[src/rtl/fractal_axis_packer.sv]
// Packs the colorizer's RGB pixel stream into an AXI4-Stream video master (tuser=SOF, tlast=EOL).
// A DEPTH-entry FIFO absorbs tready backpressure; on overflow the rest of the frame is dropped until the next SOF.
module fractal_axis_packer #(
  parameter int DEPTH        = 16,
  parameter int AFULL_MARGIN = 4
) (
  input  logic        clk,
  input  logic        resetn,
  input  logic [23:0] data_in,
  input  logic        frame_start_in,
  input  logic        line_end_in,
  input  logic        data_enable_in,
  output logic        almost_full,
  output logic        overflow,
  input  logic        clear_overflow,
  output logic [15:0] drop_count,
  output logic [23:0] m_axis_tdata,
  output logic        m_axis_tuser,
  output logic        m_axis_tlast,
  output logic        m_axis_tvalid,
  input  logic        m_axis_tready
);

  localparam int AW = $clog2(DEPTH);
  localparam int CW = AW + 1;
  localparam logic [CW-1:0] FULL_CNT  = CW'(DEPTH);
  localparam logic [CW-1:0] AFULL_THR = CW'(DEPTH - AFULL_MARGIN);

  typedef enum logic [1:0] {
    WAIT_SOF = 2'd0,
    STREAM   = 2'd1,
    DROP     = 2'd2
  } state_t;

  typedef struct packed {
    logic        sof;
    logic        eol;
    logic [23:0] rgb;
  } entry_t;

  state_t          r_state;
  state_t          w_state_nxt;
  entry_t          r_mem [DEPTH];
  logic [AW-1:0]   r_wr_ptr;
  logic [AW-1:0]   r_rd_ptr;
  logic [CW-1:0]   r_count;
  logic [CW-1:0]   w_count_nxt;
  logic            r_almost_full;
  logic            r_overflow;
  logic [15:0]     r_drop_count;
  logic            w_full;
  logic            w_wr_en;
  logic            w_rd_en;
  logic            w_lost;
  logic            w_drop_inc;
  logic            w_valid;
  entry_t          w_head;

  assign w_full  = (r_count == FULL_CNT);
  assign w_valid = (r_count != '0);
  assign w_rd_en = w_valid && m_axis_tready;

  // NOTE: every output of this block gets a default first so no path leaves a signal unassigned (no latches).
  always_comb begin
    w_state_nxt = r_state;
    w_wr_en     = 1'b0;
    w_lost      = 1'b0;
    w_drop_inc  = 1'b0;
    if (data_enable_in) begin
      unique case (r_state)
        STREAM: begin
          if (w_full) begin
            w_lost      = 1'b1;
            w_drop_inc  = 1'b1;
            w_state_nxt = DROP;
          end else begin
            w_wr_en = 1'b1;
          end
        end
        default: begin
          // WAIT_SOF and DROP both resync only on a SOF beat that fits in the FIFO.
          if (frame_start_in) begin
            if (w_full) begin
              w_lost = 1'b1;
            end else begin
              w_wr_en     = 1'b1;
              w_state_nxt = STREAM;
            end
          end
        end
      endcase
    end
  end

  always_comb begin
    w_count_nxt = r_count;
    unique case ({w_wr_en, w_rd_en})
      2'b10:   w_count_nxt = r_count + CW'(1);
      2'b01:   w_count_nxt = r_count - CW'(1);
      default: w_count_nxt = r_count;
    endcase
  end

  // NOTE: state is updated with non-blocking assignments so every register samples pre-edge values.
  always_ff @(posedge clk or negedge resetn) begin
    if (!resetn) begin
      r_state       <= WAIT_SOF;
      r_wr_ptr      <= '0;
      r_rd_ptr      <= '0;
      r_count       <= '0;
      r_almost_full <= 1'b0;
      r_overflow    <= 1'b0;
      r_drop_count  <= '0;
    end else begin
      r_state       <= w_state_nxt;
      r_count       <= w_count_nxt;
      r_almost_full <= (w_count_nxt >= AFULL_THR);
      if (w_wr_en) r_wr_ptr <= r_wr_ptr + AW'(1);
      if (w_rd_en) r_rd_ptr <= r_rd_ptr + AW'(1);
      if (w_lost) begin
        r_overflow <= 1'b1;
      end else if (clear_overflow) begin
        r_overflow <= 1'b0;
      end
      if (w_drop_inc && (r_drop_count != 16'hFFFF)) r_drop_count <= r_drop_count + 16'd1;
    end
  end

  // NOTE: storage has no reset; the count/pointers define validity, so stale contents are never presented.
  always_ff @(posedge clk) begin
    if (w_wr_en) r_mem[r_wr_ptr] <= '{sof: frame_start_in, eol: line_end_in, rgb: data_in};
  end

  assign w_head        = r_mem[r_rd_ptr];
  assign m_axis_tvalid = w_valid;
  assign m_axis_tdata  = w_valid ? w_head.rgb : 24'd0;
  assign m_axis_tuser  = w_valid & w_head.sof;
  assign m_axis_tlast  = w_valid & w_head.eol;
  assign almost_full   = r_almost_full;
  assign overflow      = r_overflow;
  assign drop_count    = r_drop_count;

endmodule

[config.mk]
export PLATFORM = sky130hd
export DESIGN_NAME = fractal_axis_packer
export DESIGN_NICKNAME = d
export VERILOG_FILES = /design/src/rtl/fractal_axis_packer.sv
export SDC_FILE = /design/constraint.sdc
export NUM_CORES = 1
export LEC_CHECK = 0
export ABC_AREA = 0
export BUFFER_PORTS_ARGS = -buffer_cell sky130_fd_sc_hd__buf_2
export CORE_UTILIZATION = 61
export CTS_CLUSTER_DIAMETER = 80
export CTS_CLUSTER_SIZE = 8
export DETAILED_ROUTE_END_ITERATION = 10
export GPL_ROUTABILITY_DRIVEN = 0
export MAX_ROUTING_LAYER = met4
export PLACE_DENSITY = 0.79
export RECOVER_POWER = 100
export SLEW_MARGIN = 10
export SYNTH_ARGS = -nofsm -noshare
export SYNTH_HDL_FRONTEND = slang
export SYNTH_SLANG_ARGS = --single-unit
[constraint.sdc]
create_clock -name clk -period 5.1 [get_ports clk]
set_input_delay 1.02 -clock clk [delete_from_list [all_inputs] [get_ports clk]]
set_output_delay 1.02 -clock clk [all_outputs]
set_load 0.05 [all_outputs]
# ---- After elaboration in Yosys (flattened, before gate mapping)
# Memory sizes are Yosys's and may differ from the RTL's.
# Index checks and enable logic that the tools add are counted.
dict set report op_classes {
  n_addsub 5
  order_cmp 1
  eq_ne 7
  muxes 20
  bitwise_logic 2
  reduce_logical 6
}
# operator n
set ops {}
lappend ops {{two-way mux 24 bit} 1}
lappend ops {{adder 16 x 1 -> 16 bit, second input constant} 1}
lappend ops {{inequality test 16 bit, second input constant} 1}
lappend ops {{two-way mux 1 bit} 14}
lappend ops {{one-hot mux 5 bit (2 select lines)} 1}
lappend ops {{adder 4 x 1 -> 4 bit, second input constant} 2}
lappend ops {{two-way mux 2 bit} 4}
lappend ops {{adder 5 x 1 -> 5 bit, second input constant} 1}
lappend ops {{== test 5 bit, second input constant} 1}
lappend ops {{greater-or-equal comparator 5 x 4 -> 1 bit, second input constant} 1}
lappend ops {{nonzero test 5 bit} 1}
lappend ops {{subtractor 5 x 1 -> 5 bit, second input constant} 1}
lappend ops {{== test 2 x 1 -> 1 bit, second input constant} 2}
lappend ops {{AND reduction 4 bit} 1}
lappend ops {{nonzero test 2 bit} 2}
lappend ops {{AND 1 bit} 2}
lappend ops {{== test 2 bit, second input constant} 1}
lappend ops {{logical AND 1 bit} 2}
lappend ops {{inequality test 2 x 1 -> 1 bit, second input constant} 1}
lappend ops {{inequality test 2 bit, second input constant} 1}
dict set report word_totals {
  ff_bits 33
  ramBits 416
  inputBits 31
  output_inout_bits 45
  elab_cells 49
  mem_count 1
}
# name depth width rd rd_ports_with_merged_regs wr line_no
set memory_table {}
lappend memory_table {r_mem 16 26 1 0 1 43} ;# entry_t r_mem [DEPTH];

# ---- Longest topological paths before layout
# Gate-level depths: netlist of run 1.
dict set report logic_depth {
  ltp_word 8
  depth_mapped 14
}

# ---- Worst setup path after synthesis of run 1
# Ideal clock, no wire load.
dict set report synth_timing {
  kind {in2reg}
  start {input port frame_start_in}
  end {memory r_mem[3][0] in the netlist's numbering, enable pin}
  setup_time_ps 442
  t_arrival_ps 3545
  setup_slack_ps 1114
  stages 4
  n_path_buf 0
  path_cell_list {o21ai_0 nor2_1 nand2_1 nor3_1}
}
dict set report synth_between {
  elab_chain_cells 5
}
# item line_no
set synth_rtl {}
lappend synth_rtl {{from (decl)} 10} ;# input logic frame_start_in,
lappend synth_rtl {{two-way mux 1 bit} 82} ;# if (frame_start_in) begin
lappend synth_rtl {{two-way mux 1 bit} 70} ;# unique case (r_state)
lappend synth_rtl {{two-way mux 1 bit} 69} ;# if (data_enable_in) begin
lappend synth_rtl {{two-way mux 1 bit} 131} ;# if (w_wr_en) r_mem[r_wr_ptr] <= '{sof: frame_start_in, eol: line_end_in, rgb: data_in};
lappend synth_rtl {{two-way mux 1 bit (implied by the code)} 131}
lappend synth_rtl {{to (decl)} 43}
# No other way between the ends.

# ---- Worst setup path in the final report of run 1
dict set report layout_timing {
  start {register r_rd_ptr[1]}
  end {output port m_axis_tdata[14]}
}
dict set report layout_between {
  elab_chain_cells 2
}
# item line_no
set layout_rtl {}
lappend layout_rtl {{from (decl)} 45} ;# logic [AW-1:0] r_rd_ptr;
lappend layout_rtl {{from (signal assigned)} 119} ;# if (w_rd_en) r_rd_ptr <= r_rd_ptr + AW'(1);
lappend layout_rtl {{memory read (16 x 26 bit)} --}
lappend layout_rtl {{two-way mux 24 bit} 136} ;# assign m_axis_tdata = w_valid ? w_head.rgb : 24'd0;
lappend layout_rtl {{to (decl)} 17} ;# output logic [23:0] m_axis_tdata,
# No other way between the ends.

==> results.py, run 1 <==
metrics = {
    "status": {
        "run_status": "finished with violations",
        "violations_in_the_final_reports": "max-capacitance violations, max-slew violations",
    },
    "sta": {
        "timing.slew.headroom_pct": -23.6,
        "max_freq_ghz": 0.215,
        "setup_total_negative_slack_ps": 0,
        "grt_setup_unrepaired": "no",
        "timing.final.crit_share_pct": 91.2,
        "worstMarginPinSlew_ps": 1850,
        "final-hold-violation-count": 0,
        "final_period_minus_worst_setup_slack_ps": 4650,
        "finalSetupViolCount": 0,
        "skew_ps": 19.4,
        "drv_slew": 281,
        "worst_hold_slack_ps": 487,
    },
    "setup_path": {
        "cp_cell_sequence": "buf_4, mux4_2, mux4_2, and2_1, clkbuf_1",
        "worst-path-max-fanout": 50,
        "critical_path.startpoint_type": "flip-flop",
        "cell_type_with_the_highest_occurrence_count_on_the_critical_path": "sky130_fd_sc_hd__mux4_2",
        "worst_path_largest_cell_delay_ps": 1200,
        "critical_path.endpoint_type": "output pin",
        "required_ps": 4080,
        "worstPathArrival_ps": 3630,
        "worst-setup-path-type": "flip-flop to output pin",
        "critical-path-slowest-cell": "sky130_fd_sc_hd__dfrtp_2",
    },
    "detailed_routing": {
        "avgRoutedWirePerCell_um": 28.7,
        "initialDrtViolationCount": 952,
        "wirelength_um": 37500,
        "detail_route.drc_violations": 0,
        "drtAntennaViolNets": 0,
        "drt-vias-per-instance": 6.50,
        "detail_route.first_pass.iterations": 4,
        "via_count": 8496,
    },
    "clock_network": {
        "clkTransAtPathRegs_ps": 50,
        "cts_resized": 0,
        "post_cts.repair.setup_buffers": 0,
        "cts.root.buffer_cell": "sky130_fd_sc_hd__clkbuf_16",
        "worstSkewPairLatency_ps": 570,
        "number_of_buffers_added_by_the_clock_tree_synthesis_step": 66,
        "htreeDepth": 3,
        "cts_tree": "done",
        "clkSinkCount": 449,
        "clockBufferDepth": 3,
        "hold_buf_cts": 0,
    },
    "power_and_ir_drop": {
        "report.power.total_mw": 12.3,
        "static-leakage-power_nw": 6.55,
        "power_per_cell_area_mw_per_mm2": 611,
        "peak_ir_drop_on_the_vdd_network_mv": 0.328,
    },
    "synth": {
        "number_of_flops_mapped_to_enable_cells_by_yosys": 416,
        "synth_nets": 813,
        "avg_inst_size_synth_um2": 22.6,
        "cell_types_occupying_the_most_area_after_synthesis": "sky130_fd_sc_hd__edfxtp_1, sky130_fd_sc_hd__mux4_2, sky130_fd_sc_hd__dfrtp_1",
        "ys_warns": 0,
        "ys_seq_area_share_pct": 76.2,
        "netlist_area_mm2": 0.0175,
        "yosysUniqueCellTypes": 34,
        "synth.ff_latch_count": 449,
        "yosysTopAreaCellShare_pct": 71.5,
        "synthArstFlopShare_pct": 7.35,
        "synth_cells": 772,
        "synth_flop_cell": "sky130_fd_sc_hd__edfxtp_1",
        "synth_top_area_cell": "sky130_fd_sc_hd__edfxtp_1",
    },
    "die": {
        "floorplan.io_pins": 76,
        "core_area_mm2": 0.0280,
        "die_extent_in_y_um": 171,
        "floorplan.initialDensity_pct": 62.4,
        "die-width_um": 171,
        "fp-row-count": 61,
        "die_area_mm2": 0.0293,
    },
    "global_routing": {
        "grt_overflow_total": 0,
        "globalRouteTotalUtil_pct": 28.1,
        "antenna_found_initial": 2,
        "number_of_global_route_vias_before_repair": 9080,
        "grt_first_pass_wirelength_um": 56000,
        "maximum_number_of_pins_on_one_net_before_global_route_repair": 51,
    },
    "cells_and_area": {
        "final_core_util_pct": 71.9,
        "areaGrowthSynthToFinish_pct": 15.3,
        "layout.nets": 946,
        "drive_gt1_share_pct": 25.9,
        "design_area_mm2": 0.0201,
    },
    "hold_path": {
        "hold_path_class": "flip-flop to flip-flop",
    },
    "placed_design": {
        "placed_area_mm2": 0.0185,
        "io_buffer_count": 75,
        "post-dp-hpwl_um": 19600,
    },
    "job": {
        "cap_viol_max_count": 15,
    },
}
[per-stage QoR]
| stage | setup slack [ps] | cells |
|---|---|---|
| global route | 290 | 1307 |
| global placement | 1360 | 1215 |
| floorplan | 1110 | 772 |
| finish | 451 | 1307 |
| CTS | 680 | 1305 |
| detailed placement | 1320 | 1215 |
[path summary, 6_finish.rpt]
kind / slack, ps / depth (start not counted) / end / startpoint
max: 450 / 5 / m_axis_tdata[14] / r_rd_ptr[1]
min: 490 / 1 / drop_count[15] / drop_count[15]
max reg2reg: 1060 / 6 / r_mem[11][22] / r_state[1]
min reg2reg: 490 / 1 / drop_count[15] / drop_count[15]
max in group asynchronous: 2890 / 1 / r_rd_ptr[0] / resetn
min in group asynchronous: 950 / 1 / drop_count[7] / resetn
[critical path: cells and delay by family, from the launching register on]
| family | cells | cell delay, ps |
|---|---|---|
| flops | 1 | 1200 |
| mux | 2 | 870 |
| buf+inv | 2 | 810 |
| simple gates | 1 | 180 |
[cell families after synthesis]
| kind of cell | Yosys count | synth area share, % |
|---|---|---|
| XOR/XNOR | 28 | 1.40 |
| AND/OR/NAND/NOR | 93 | 2.88 |
| AO/OA/AOI/OAI | 16 | 0.544 |
| flip-flops | 449 | 76.2 |
| buffers and inverters | 43 | 1.26 |
| multiplexers | 133 | 17.0 |
| adder cells (fa/ha/maj) | 10 | 0.716 |
[synth_stat cells, drive strengths merged (2+ instances only)]
library cell / count
edfxtp: 416
mux4: 130
dfrtp: 33
and2: 28
buf: 19
xnor2: 19
clkbuf: 17
nor2: 17
nand2: 16
ha: 10
xor2: 9
nand4: 8
inv: 7
a21oi: 5
nand3: 5
o21ai: 5
nand2b: 4
nor3: 4
and4: 3
mux2: 3
and3: 2
and3b: 2
nor2b: 2
[cell type report]
type | instances | area (µm²)
clock inverter | 7 | 124
tap | 378 | 473
timing repair buffer | 101 | 520
antenna | 2 | 5.00
clock buffer | 83 | 1740
sequential | 449 | 13300
inverter | 7 | 26.3
multi-input combinational | 280 | 3930
fill | 1625 | 7870
[where the power goes]
part | leakage, nW | internal (mW) | switching, mW | total, mW
combinational | 1.48 | 1.53 | 2.07 | 3.60
clock | 0.901 | 2.39 | 1.53 | 3.92
sequential | 4.17 | 4.40 | 0.391 | 4.79
total | 6.55 | 8.32 | 3.99 | 12.3
[sequential cells by signal (all words and copies together) (netlist names)]
register,count
overflow,1
almost_full,1
r_state,2
r_wr_ptr,4
r_rd_ptr,4
r_count,5
drop_count,16
r_mem,416
[placed cells by master (no fill, tap or decap), types with 2 or more instances in the layout]
master	Yosys	routed
sky130_fd_sc_hd__clkbuf_2	0	4
sky130_fd_sc_hd__clkbuf_1	17	86
sky130_fd_sc_hd__ha_1	10	10
sky130_fd_sc_hd__and2_0	0	4
sky130_fd_sc_hd__clkbuf_16	0	67
sky130_fd_sc_hd__o21ai_0	5	5
sky130_fd_sc_hd__nand2b_1	4	4
sky130_fd_sc_hd__nor3_1	4	4
sky130_fd_sc_hd__edfxtp_1	416	416
sky130_fd_sc_hd__inv_1	7	7
sky130_fd_sc_hd__and3_1	2	2
sky130_fd_sc_hd__and4_1	3	3
sky130_fd_sc_hd__a21oi_1	5	5
sky130_fd_sc_hd__and2_1	28	24
sky130_fd_sc_hd__dfrtp_1	33	31
sky130_fd_sc_hd__mux4_2	130	130
sky130_fd_sc_hd__diode_2	0	2
sky130_fd_sc_hd__nand2_1	16	16
sky130_fd_sc_hd__nand4_1	8	8
sky130_fd_sc_hd__buf_12	0	6
sky130_fd_sc_hd__nand3_1	5	5
sky130_fd_sc_hd__xnor2_1	19	19
sky130_fd_sc_hd__nor2_1	17	17
sky130_fd_sc_hd__inv_16	0	3
sky130_fd_sc_hd__buf_4	1	5
sky130_fd_sc_hd__buf_2	8	16
sky130_fd_sc_hd__xor2_1	9	9
sky130_fd_sc_hd__and3b_1	2	2
sky130_fd_sc_hd__mux2_2	3	3
sky130_fd_sc_hd__nor2b_1	2	2
[routing by layer]
metal | wire, µm | global-route usage, %
met1 | 14300 | 35.8
met2 | 19600 | 45.7
met3 | 2800 | 5.15
met4 | 803 | 10.4
met5 | 0 | -
No activity file was read; power rests on OpenSTA's default activity.
==> inputs of run 2 (changes only) <==
Settings changed: CELL_PAD_IN_SITES_DETAIL_PLACEMENT from default to 2, CELL_PAD_IN_SITES_GLOBAL_PLACEMENT from default to 2, CORE_UTILIZATION 61 to 49, PLACE_DENSITY 0.79 to default, PLACE_DENSITY_LB_ADDON from default to 0.1.
==> results.py, run 2 (synthesis gave the netlist of run 1 again) <==
metrics = {
    "status": {
        "run_status": "finished with violations",
        "violations_in_the_final_reports": "max-capacitance violations, max-slew violations",
    },
    "clock_network": {
        "clkSinkCount": 449,
        "cts.root.buffer_cell": "sky130_fd_sc_hd__clkbuf_16",
        "post_cts.repair.setup_buffers": 0,
        "htreeDepth": 3,
        "hold_buf_cts": 0,
        "clkTransAtPathRegs_ps": 50,
        "number_of_buffers_added_by_the_clock_tree_synthesis_step": 66,
        "worstSkewPairLatency_ps": 590,
        "clockBufferDepth": 3,
        "cts_resized": 0,
        "cts_tree": "done",
    },
    "setup_path": {
        "critical_path.endpoint_type": "flip-flop",
        "cell_type_with_the_highest_occurrence_count_on_the_critical_path": "sky130_fd_sc_hd__nor2_1",
        "timing.critical_path.buf_inv": 2,
        "cp_cell_sequence": "clkbuf_1, o21ai_0, nor2_1, nand2_1, nor2_1, buf_4",
        "worst-setup-path-type": "primary input to flip-flop",
        "worst-r2r-cell-count": 6,
        "r2r-end": "r_mem[11][8]",
        "required_ps": 5370,
        "worstPathArrival_ps": 4990,
        "worst-path-max-fanout": 17,
        "critical-path-slowest-cell": "sky130_fd_sc_hd__nor2_1",
        "worst_r2r_startpoint": "r_state[0]",
        "timing.critical_path.max_delay_family": "simple AND/OR/NAND/NOR gates",
        "critical_path.startpoint_type": "primary input",
        "worst_path_largest_cell_delay_ps": 1550,
        "r2r_slack_ps": 810,
    },
    "global_routing": {
        "antenna_found_initial": 1,
        "globalRouteTotalUtil_pct": 30.3,
        "maximum_number_of_pins_on_one_net_before_global_route_repair": 57,
        "grt_first_pass_wirelength_um": 72300,
        "number_of_global_route_vias_before_repair": 9879,
        "grt_overflow_total": 0,
    },
    "die": {
        "core_area_mm2": 0.0348,
        "die_area_mm2": 0.0364,
        "die-width_um": 191,
        "fp-row-count": 68,
        "die_extent_in_y_um": 191,
        "floorplan.initialDensity_pct": 50.2,
        "floorplan.io_pins": 76,
    },
    "sta": {
        "skew_ps": 16.8,
        "final-hold-violation-count": 0,
        "timing.slew.headroom_pct": -43.3,
        "grt_setup_unrepaired": "no",
        "finalSetupViolCount": 0,
        "final.setup.worst_slack_ps": 373,
        "drv_slew": 271,
        "setup_total_negative_slack_ps": 0,
        "timing.final.crit_share_pct": 92.7,
        "max_freq_ghz": 0.212,
        "worstMarginPinSlew_ps": 2150,
        "final_period_minus_worst_setup_slack_ps": 4730,
    },
    "detailed_routing": {
        "via_count": 8747,
        "drtAntennaViolNets": 0,
        "wirelength_um": 50600,
        "avgRoutedWirePerCell_um": 36.3,
        "detail_route.first_pass.iterations": 6,
        "detail_route.drc_violations": 0,
        "drt-vias-per-instance": 6.27,
        "initialDrtViolationCount": 751,
    },
    "cells_and_area": {
        "design_area_mm2": 0.0202,
        "final_common_cell": "sky130_fd_sc_hd__edfxtp_1",
        "post_layout_nonfiller_instances": 1396,
        "largest-register": "r_mem",
        "drive_gt1_share_pct": 26.5,
        "layout.cells.most_common_list": "sky130_fd_sc_hd__edfxtp_1, sky130_fd_sc_hd__mux4_2, sky130_fd_sc_hd__clkbuf_1",
        "layout.nets": 948,
        "largest_register_ffs": 416,
        "fillCellCount": 2826,
        "areaGrowthSynthToFinish_pct": 15.6,
        "num_antenna_cells": 0,
    },
    "job": {
        "cap_viol_max_count": 12,
    },
    "placed_design": {
        "placed_area_mm2": 0.0186,
        "place_inst": 1294,
        "pre_cts_ws_ps": 966,
        "post-dp-hpwl_um": 27700,
        "io_buffer_count": 75,
    },
    "hold_path": {
        "hold_start": "drop_count[9]",
        "hold_path_class": "flip-flop to flip-flop",
        "hold_depth": 1,
        "hold_end": "drop_count[9]",
    },
    "power_and_ir_drop": {
        "peak_ir_drop_on_the_vdd_network_mv": 0.420,
        "static-leakage-power_nw": 6.54,
        "power_per_cell_area_mw_per_mm2": 626,
    },
}
## run 2: cell types whose count changed in the layout (fill, tap and decap cells not counted), moves of 5 or more
| cell | delta |
|---|---|
| sky130_fd_sc_hd__clkbuf_1 | +10 |
| sky130_fd_sc_hd__and2_0 | +9 |
| sky130_fd_sc_hd__and2_1 | -9 |
| sky130_fd_sc_hd__clkbuf_2 | +5 |
| sky130_fd_sc_hd__nor2_1 | -5 |
| sky130_fd_sc_hd__nor2_2 | +5 |
## run 2: worst max-delay path by stage
stage                   start          endpoint  slack, ps  cells past startpoint
2_1_floorplan  frame_start_in       r_mem[3][0]       1110                      4
3_3_place_gp   frame_start_in     r_mem[12][15]       1250                      6
3_5_place_dp   frame_start_in      r_mem[12][8]        970                      6
4_1_cts           r_rd_ptr[0]  m_axis_tdata[10]        620                      5
5_1_grt           r_rd_ptr[0]  m_axis_tdata[16]        270                      5
6_report       frame_start_in      r_mem[11][8]        370                      6
## run 2: where the power goes
part,switching [mW],total (mW),internal (mW)
Clock,1.62,4.03,2.41
Sequential,0.378,4.78,4.40
Combinational,2.31,3.83,1.52
## run 2: layer usage
| metal | global-route usage [%] | vias up | share of wire, % |
|---|---|---|---|
| li1 | - | 3488 | - |
| met3 | 5.24 | 103 | 5.3 |
| met2 | 49.1 | 352 | 52 |
| met4 | 11.8 | 0 | 3.1 |
| met5 | - | - | 0 |
| met1 | 38.2 | 4804 | 40 |
## run 2: area by class of cell
type                            count  area [µm²]  area share (%)
Sequential cell                   449       13300            66.0
Multi-Input combinational cell    280        3940            19.5
Clock buffer                       95        1780            8.82
Tap cell                          455         569            2.82
Timing Repair Buffer              103         475            2.35
Clock inverter                      7        76.3           0.378
Inverter                            7        26.3           0.130
## run 2: metrics by stage
stage               power [mW]  util [%]  hold slack, ps
finish                    12.6      58.0             513
global route              13.1      58.0             526
CTS                       12.9      58.7             518
detailed placement        8.73      53.3             510
global placement          8.49      53.3             468
floorplan                 7.57         -             456
